**src/rtl/pwm_sched_pkg.sv**
```systemverilog
// Shared types and default sizes for the PWM duty scheduler.
package pwm_sched_pkg;

   localparam int unsigned NUM_REQ_DEF = 4;
   localparam int unsigned W_DEF       = 16;

   typedef enum logic {
      IDLE = 1'b0,
      RUN  = 1'b1
   } state_e;

endpackage

```
**src/rtl/rr_arbiter.sv**
```systemverilog
// Combinational round-robin arbiter: grants the first asserted request at or
// after the pointer, wrapping modulo NUM_REQ. No grant when disabled.
module rr_arbiter #(
   parameter int unsigned NUM_REQ = 4,
   parameter int unsigned IW      = $clog2(NUM_REQ)
) (
   input  logic [NUM_REQ-1:0] req_i,
   input  logic [IW-1:0]      ptr_i,
   input  logic               en_i,
   output logic [NUM_REQ-1:0] grant_o,
   output logic [IW-1:0]      grant_idx_o
);

   logic          found;
   logic [IW-1:0] idx;

   // Scan from the pointer upwards and take the first valid requester.
   always_comb begin
      grant_o     = '0;
      grant_idx_o = '0;
      found       = 1'b0;
      idx         = '0;
      for (int i = 0; i < int'(NUM_REQ); i++) begin
         idx = IW'((int'(ptr_i) + i) % int'(NUM_REQ));
         if (en_i && !found && req_i[idx]) begin
            grant_o[idx] = 1'b1;
            grant_idx_o  = idx;
            found        = 1'b1;
         end
      end
   end

endmodule

```
**src/rtl/pwm_duty_scheduler.sv**
```systemverilog
// PWM generator whose duty cycle is shared by several requesters. Updates are
// accepted one at a time into a shadow slot and committed only at period
// boundaries, so every emitted period uses a single duty value.
//
// state | meaning
// IDLE  | not running (en low or period zero); cnt and pwm held at 0
// RUN   | counting through periods and emitting the waveform
module pwm_duty_scheduler
   import pwm_sched_pkg::*;
#(
   parameter int unsigned NUM_REQ = NUM_REQ_DEF,
   parameter int unsigned W       = W_DEF
) (
   input  logic                       clk,
   input  logic                       rst_n,
   input  logic                       en_i,
   input  logic [W-1:0]               period_i,
   input  logic [NUM_REQ-1:0]         req_valid_i,
   input  logic [NUM_REQ-1:0][W-1:0]  req_duty_i,
   output logic [NUM_REQ-1:0]         req_ready_o,
   output logic [W-1:0]               active_duty_o,
   output logic                       pending_o,
   output logic                       period_start_o,
   output logic                       pwm_out_o
);

   localparam int unsigned IW = $clog2(NUM_REQ);

   state_e        state_q;
   logic [W-1:0]  cnt_q;
   logic [W-1:0]  active_q;
   logic [W-1:0]  shadow_q;
   logic          pending_q;
   logic [IW-1:0] ptr_q;
   logic          pstart_q;
   logic          pwm_q;

   logic [NUM_REQ-1:0] grant;
   logic [IW-1:0]      grant_idx;
   logic [IW-1:0]      ptr_d;
   logic [W-1:0]       shadow_d;
   logic [W-1:0]       sel_duty;
   logic [W-1:0]       duty_commit;
   logic [W-1:0]       cnt_inc;
   logic               accept;
   logic               run;
   logic               start_period;

   // Arbitration is only enabled while the shadow slot is free.
   rr_arbiter #(
      .NUM_REQ (NUM_REQ),
      .IW      (IW)
   ) u_arb (
      .req_i       (req_valid_i),
      .ptr_i       (ptr_q),
      .en_i        (!pending_q),
      .grant_o     (grant),
      .grant_idx_o (grant_idx)
   );

   // Accept decode, clamp against the live period, and boundary detection.
   always_comb begin
      accept       = |(req_valid_i & grant);
      sel_duty     = req_duty_i[grant_idx];
      shadow_d     = (sel_duty > period_i) ? period_i : sel_duty;
      ptr_d        = (grant_idx == IW'(NUM_REQ - 1)) ? '0 : grant_idx + IW'(1);
      run          = en_i && (period_i != '0);
      // >= rather than == so a period shrunk below cnt still ends cleanly.
      start_period = run && ((state_q == IDLE) || (cnt_q >= period_i - W'(1)));
      duty_commit  = pending_q ? shadow_q : active_q;
      cnt_inc      = cnt_q + W'(1);
   end

   // Shadow data and round-robin pointer capture on each transfer.
   always_ff @(posedge clk or negedge rst_n) begin
      if (!rst_n) begin
         shadow_q <= '0;
         ptr_q    <= '0;
      end else if (accept) begin
         shadow_q <= shadow_d;
         ptr_q    <= ptr_d;
      end
   end

   // Run/idle FSM with period counter, commit and registered outputs.
   // Accept and commit never coincide (accept needs an empty shadow), so on
   // a commit edge pending simply takes the accept flag.
   always_ff @(posedge clk or negedge rst_n) begin
      if (!rst_n) begin
         state_q   <= IDLE;
         cnt_q     <= '0;
         active_q  <= '0;
         pending_q <= 1'b0;
         pstart_q  <= 1'b0;
         pwm_q     <= 1'b0;
      end else if (!run) begin
         state_q   <= IDLE;
         cnt_q     <= '0;
         active_q  <= duty_commit;
         pending_q <= accept;
         pstart_q  <= 1'b0;
         pwm_q     <= 1'b0;
      end else if (start_period) begin
         state_q   <= RUN;
         cnt_q     <= '0;
         active_q  <= duty_commit;
         pending_q <= accept;
         pstart_q  <= 1'b1;
         pwm_q     <= (duty_commit != '0);
      end else begin
         state_q   <= RUN;
         cnt_q     <= cnt_inc;
         pending_q <= pending_q | accept;
         pstart_q  <= 1'b0;
         pwm_q     <= (cnt_inc < active_q);
      end
   end

   assign req_ready_o    = grant;
   assign active_duty_o  = active_q;
   assign pending_o      = pending_q;
   assign period_start_o = pstart_q;
   assign pwm_out_o      = pwm_q;

endmodule
```
**config.mk**
```make
export PLATFORM = sky130hd
export DESIGN_NAME = pwm_duty_scheduler
export DESIGN_NICKNAME = d
export VERILOG_FILES = /design/src/rtl/pwm_sched_pkg.sv /design/src/rtl/rr_arbiter.sv /design/src/rtl/pwm_duty_scheduler.sv
export SDC_FILE = /design/constraint.sdc
export NUM_CORES = 1
export LEC_CHECK = 0
export ABC_AREA = 1
export CAP_MARGIN = 20
export CORE_UTILIZATION = 48
export CTS_BUF_LIST = sky130_fd_sc_hd__clkbuf_16
export CTS_CLUSTER_DIAMETER = 50
export DETAILED_ROUTE_END_ITERATION = 8
export HOLD_SLACK_MARGIN = 0.06
export MAX_ROUTING_LAYER = met4
export PLACE_DENSITY = 0.76
export SYNTH_ARGS = -nofsm -noshare
export SYNTH_HDL_FRONTEND = slang
export SYNTH_SLANG_ARGS = --single-unit
```
**constraint.sdc**
```tcl
create_clock -name clk -period 3.35 [get_ports clk]
set_input_delay 0.335 -clock clk [delete_from_list [all_inputs] [get_ports clk]]
set_output_delay 0.335 -clock clk [all_outputs]
set_load 0.02 [all_outputs]
```
# Word level (Yosys, flattened, before mapping)
# Index checks and enable logic that the tools add are counted.
[word_totals]
output_inout_bits = 23
latch_bits = 0
reg_bits = 54
romBits = 0
n_memories = 0
inputBits = 87
mem_bits_rw = 0
word_cells = 98
[classes]
n_div = 0
bitwise = 6
order_cmp = 12
muxes = 43
n_reduce_logical = 21
shift = 0
add_sub_neg = 6
eq_ne = 2
mul = 0
[ops]
columns = ["cell", "n"]
rows = [
  ["$mux W16", 7],
  ["$bmux W16 S2", 1],
  ["$reduce_bool A16 Y1", 2],
  ["$mux W1", 18],
  ["$add A16 B1 Y16 const B", 1],
  ["$ge A16 B16 Y1", 1],
  ["$gt A16 B16 Y1", 1],
  ["$lt A16 B16 Y1", 1],
  ["$mux W4", 4],
  ["$sub A16 B1 Y16 const B", 1],
  ["$lt A2 B3 Y1 const B", 5],
  ["$logic_and A1 B1 Y1", 13],
  ["$or A4 B4 Y4", 3],
  ["$mux W2", 5],
  ["$bmux W1 S2", 4],
  ["$demux W1 S2", 4],
  ["$ge A2 B1 Y1 const B", 4],
  ["$add A2 B1 Y2 const B", 2],
  ["$add A2 B2 Y2 const B", 2],
  ["$and A4 B4 Y4", 1],
  ["$logic_not A1 Y1", 4],
  ["$reduce_or A4 Y1", 1],
  ["$eq A2 B2 Y1 const B", 1],
  ["$ne A2 B1 Y1 const B", 1],
  ["other kinds (3)", 3],
]

# Depth between registers and ports, before layout
[depth]
ltp_word = 21
depth_mapped = 29
ltp_nobuf = 27

# Modules after synthesis
# A second synthesis with hierarchy kept.
[unflattened]
cells_unflattened = 760
area_unflattened_um2 = 5253.8
[by_module_without_submodules]
columns = ["module", "area_each_um2", "seq_area_each_um2", "cells_per_inst", "instances"]
rows = [
  ["pwm_duty_scheduler", 4748.3, 1351.3, 678, 1],
  ["rr_arbiter", 505.5, 0.0, 82, 1],
]

# Worst setup path after synthesis
# No wires, ideal clock.
[synth_timing]
path_kind = "register to register"
startpoint = "reg ptr_q[0]"
endpoint = "reg shadow_q[10]"
setup_ns = 0.117
synth_period_minus_slack_ns = 3.508
slack_ns = -0.158
path_stages_with_launch = 25
required_ns = 3.233
n_path_buf = 2
t_arrival_ns = 3.392
path_cell_list = "dfrtp_1 -> inv_2 -> ha_1 -> inv_1 -> nand3_2 -> nand2_2 -> nand3_4 -> nor2_4 -> nor2_1 -> nand2_2 -> buf_2 -> nand3_1 -> nand3_1 -> nand2_1 -> ha_1 -> nand2_1 -> inv_1 -> nand3_1 -> nor3_1 -> nand4_1 -> nand2_1 -> clkbuf_1 -> nand3_1 -> nand2_1 -> nand2_1"
[synth_between]
elab_chain_len = 20
word_cells_on_any_way = 61
classes_between = "add/sub (3); order compare (9); mux (30); bitwise (4); reduce/logical (15)"
[synth_lines]
columns = ["item", "line", "rtl"]
rows = [
  ["start: declaration", "pwm_duty_scheduler.sv:34", "logic [IW-1:0] ptr_q;"],
  ["start signal: assignment", "pwm_duty_scheduler.sv:81", "ptr_q <= ptr_d;"],
  ["$bmux W1 S2", "rr_arbiter.sv:25", "if (en_i && !found && req_i[idx]) begin"],
  ["$mux W1 (implied by the code)", "rr_arbiter.sv:25", ""],
  ["$logic_and A1 B1 Y1", "rr_arbiter.sv:25", ""],
  ["$mux W1", "rr_arbiter.sv:25", ""],
  ["$logic_not A1 Y1", "rr_arbiter.sv:25", ""],
  ["$logic_and A1 B1 Y1 (2 in a row)", "rr_arbiter.sv:25", ""],
  ["$mux W1", "rr_arbiter.sv:25", ""],
  ["$logic_not A1 Y1", "rr_arbiter.sv:25", ""],
  ["$logic_and A1 B1 Y1 (2 in a row)", "rr_arbiter.sv:25", ""],
  ["$mux W1", "rr_arbiter.sv:25", ""],
  ["$logic_not A1 Y1", "rr_arbiter.sv:25", ""],
  ["$logic_and A1 B1 Y1 (2 in a row)", "rr_arbiter.sv:25", ""],
  ["$mux W2", "rr_arbiter.sv:25", ""],
  ["$bmux W16 S2", "pwm_duty_scheduler.sv:64", "sel_duty = req_duty_i[grant_idx];"],
  ["$mux W16 (implied by the code)", "pwm_duty_scheduler.sv:64", ""],
  ["$gt A16 B16 Y1", "pwm_duty_scheduler.sv:65", "shadow_d = (sel_duty > period_i) ? period_i : sel_duty;"],
  ["$mux W16", "pwm_duty_scheduler.sv:65", ""],
  ["end signal: assignment", "pwm_duty_scheduler.sv:80", "shadow_q <= shadow_d;"],
  ["end: declaration", "pwm_duty_scheduler.sv:32", "logic [W-1:0] shadow_q;"],
]
# Several ways; a longest one is shown, not always the timed one. The select of a mux whose other input is x is not followed.
# A chain may end at the register's enable or synchronous reset.

# Worst setup path in the final report
[layout_timing]
startpoint = "reg ptr_q[0]"
endpoint = "reg shadow_q[12]"
# Same word-level chain as after synthesis.

==> metrics.md <==
| Metric | Value |
|---|---|
| Run status | finished with violations |
| Failing checks | negative setup slack |
| Syn avg cell area | 6.45 um^2 |
| Crit path top cell by count | nand2_1 |
| Max Buffers Root-to-Sink | 2 |
| Reg area | 1350 um^2 |
| Leading area contributor after synthesis | dfrtp_1 |
| Drt total wl | 16300 um |
| Max-cap violations | 0 |
| Unique masters post-synth | 38 |
| Relative slew margins | 42.0% |
| Total CTS buffers | 5 |
| DR pass1 iterations | 5 |
| Final hold vios | 0 |
| Crit-path leading delay family | simple AND/OR/NAND/NOR gates |
| Critical path type | flip-flop to flip-flop |
| Critical path depth | 25 |
| Post-synthesis sequential area ratio | 25.6% |
| Die height | 107 um |
| DP HPWL | 11400 um |
| GRT busiest layer | met2 |
| Total power | 9.24 mW |
| Met1 Use GR | 36.2% |
| Crit path largest cell delay | 420 ps |
| First-pass GRT wire length | 24300 um |
| Worst Path Buf+Inv | 6 |
| Global route overflow | 0 |
| Share of post-route cells with drive strength above 1 | 19.1% |
| Yosys warning total | 0 |
| # IOs | 110 |
| Fmax | 281 MHz |
| Flops & latches, synth | 54 |
| Clk pin slew, worst setup/hold paths | 70 ps |
| Final Max Tran Viols | 0 |
| WP data arrival | 3750 ps |
| Via count | 5896 |
| Synth async-reset ratio | 100% |
| Period minus WS final | 3560 ps |
| Worst hold slack | 153 ps |
| Port bufs | 109 |
| Maximum VDD drop | 0.000755 V |
| Total track usage | 27.2% |
| H-tree depth | 2 |
| Largest family of logic cells by synthesized area | simple AND/OR/NAND/NOR gates |
| Antenna viol nets, final | 0 |
| Initial antenna violation count | 0 |
| Top post-synthesis cells by area | dfrtp_1, nand2_1, ha_1, nand3_1, inv_1 |
| PD cells | 1170 nW/um^2 |
| CTS tree | yes |
| DIE WIDTH | 107 um |
| Routability cong. | 0.865 |
| CP endpoint kind | flip-flop |
| Via/cell ratio | 5.16 |
| Initial Utilization | 50.3% |
| DP Cell Count | 1105 |
| Compound-Gate Fraction of Synth Area | 7.58% |
| Leakage Power | 4.24 nW |
| Critical path data required time | 3540 ps |
| Cell chosen for the clock root | clkbuf_16 |
| CTS Hold Buffers Added | 0 |
| Worst Setup Start Kind | flip-flop |
| # setup viols final | 16 |
| Adder and majority gate portion of the synthesized area | 13.0% |
| Worst-margin pin slew | 869 ps |
| Clock Skew | 5.07 ps |
| Synth Area in XOR/XNOR | 3.65% |
| Row cnt | 37 |
| Worst-path cell with the longest stage delay | dfrtp_2 |
| Fillers | 760 |
| Area after DPL | 6940 um^2 |
| RSZ-0062 raised after global routing | yes |
| Met3 Use GR | 2.74% |
| Starting DRT DRC Count | 371 |
| Ys flop type | dfrtp_1 |
| Max FO, Critical Path | 8 |
| Post-synth EDFFs | 0 |
| Nets | 1148 |
| DIE AREA | 11400 um^2 |
| Footprint of the multi-input gates | 3650 um^2 |
| Crit share post-route | 106% |
| Syn nets | 961 |
| Skew-Pair Late Insertion Delay | 300 ps |
| # diodes | 0 |
| Area grow syn2layout | 49.6% |
| HP Class | primary input to async pin |
| Post-Synth Simple-Gate Area | 36.8% |
| Post-Syn Instances | 819 |
| Largest net degree at the start of global routing | 38 |
| Clock sinks | 54 |
| Worst Slack Setup Final | -205 ps |
| Post-route non-filler standard cell count | 1142 |
| Area of the mapped netlist | 5280 um^2 |
| Count leader, synth | nand2_1 |
| Grt met2 use | 44.8% |
| Flop2flop setup slack | -210 ps |
| CORE AREA | 10500 um^2 |
| DR WL/cell | 14.2 um |
| DRC violations left | 0 |
| Top cells by count, synth | nand2_1, inv_1, nand3_1 |
| R2R depth | 25 |
| Multiplexer share of the synthesized area | 0.189% |
| Final Cell Area | 7910 um^2 |
| Synth top area share | 25.6% |
| Number of global-route vias before repair | 5305 |
through the flow:
| step | setup slack, ps | utilization (%) | TNS [ps] |
|---|---|---|---|
| after floorplan | 35.0 | - | 0 |
| after global placement | -310 | 66.1 | -6120 |
| after detailed placement | -392 | 66.1 | -11720 |
| after CTS | -41.0 | 70.4 | -376 |
| after global routing | -410 | 75.2 | -5980 |
| final | -205 | 75.2 | -2460 |
worst reg2reg max path, delay by kind of cell (launching register included):
family	cells	cell delay (ps)
flip-flops	1	420
AND/OR/NAND/NOR	17	1850
buffers and inverters	6	680
adder cells (fa/ha/maj)	2	490
cell type report:
type / instances / area share (%)
clock buffers: 5 / 1.58
well taps: 136 / 2.15
inverters: 146 / 7.06
clock inverters: 2 / 0.190
multi-input cells: 595 / 46.2
flip-flops and latches: 54 / 17.1
repair buffers: 204 / 25.7
cell families (layout without fill, tap and decap cells):
logic type / after synthesis / count (layout)
flops: 54 / 54
simple gates: 442 / 442
buf+inv: 170 / 357
xor+xnor: 22 / 22
compound gates: 75 / 75
fa+ha+maj: 55 / 55
mux: 1 / 1
cells in the final DEF, fill, tap and decap left out, types with 4 or more instances in the layout:
cell type / n
nand2_4: 8
dfrtp_1: 52
clkdlybuf4s50_1: 104
buf_4: 75
nand3_2: 19
buf_6: 4
nand2_1: 207
xor2_1: 21
buf_12: 9
nor2_4: 13
clkbuf_16: 7
o21ai_0: 39
nand4_1: 16
ha_1: 51
a21oi_1: 22
nor3_1: 5
inv_1: 138
nand2_2: 10
inv_2: 5
nor2_1: 50
nand3_4: 6
nand3_1: 88
dlymetal6s2s_1: 4
nor2_2: 10
worst paths after layout:
| kind | start | to |
|---|---|---|
| max reg2reg | ptr_q[0] | shadow_q[12] |
| max in group asynchronous | rst_n | cnt_q[4] |
| min reg2reg | shadow_q[13] | shadow_q[13] |
| min | rst_n | active_duty_o[11] |
| max | ptr_q[0] | shadow_q[12] |
| min in group clk | shadow_q[13] | shadow_q[13] |
report_power, final:
| group | leakage, nW | total (mW) | internal (mW) | switching [mW] |
|---|---|---|---|---|
| Clock | 0.0619 | 0.528 | 0.274 | 0.255 |
| Sequential | 0.681 | 1.09 | 0.897 | 0.193 |
| Combinational | 3.50 | 7.62 | 3.43 | 4.19 |
registers in the layout, summed over array words and instances (netlist names):
name	count
ptr_q	2
period_start_o	1
shadow_q	16
active_duty_o	16
cnt_q	16
state_q	1
pwm_out_o	1
pending_o	1
repair_timing:
| item | CTS | global route |
|---|---|---|
| buffers inserted | 14 | 10 |
| gates cloned | 5 | 2 |
| pin swaps | 16 | 48 |
| gates resized for setup | 27 | 96 |
| endpoints found under the setup margin | 16 | 55 |
metal layers:
metal | wire length, um | up-vias
li1 | - | 2986
met1 | 7260 | 2677
met2 | 8030 | 213
met3 | 755 | 20
met4 | 220 | 0
met5 | 0 | -
Note: power is estimated with default switching activity, not from simulation.
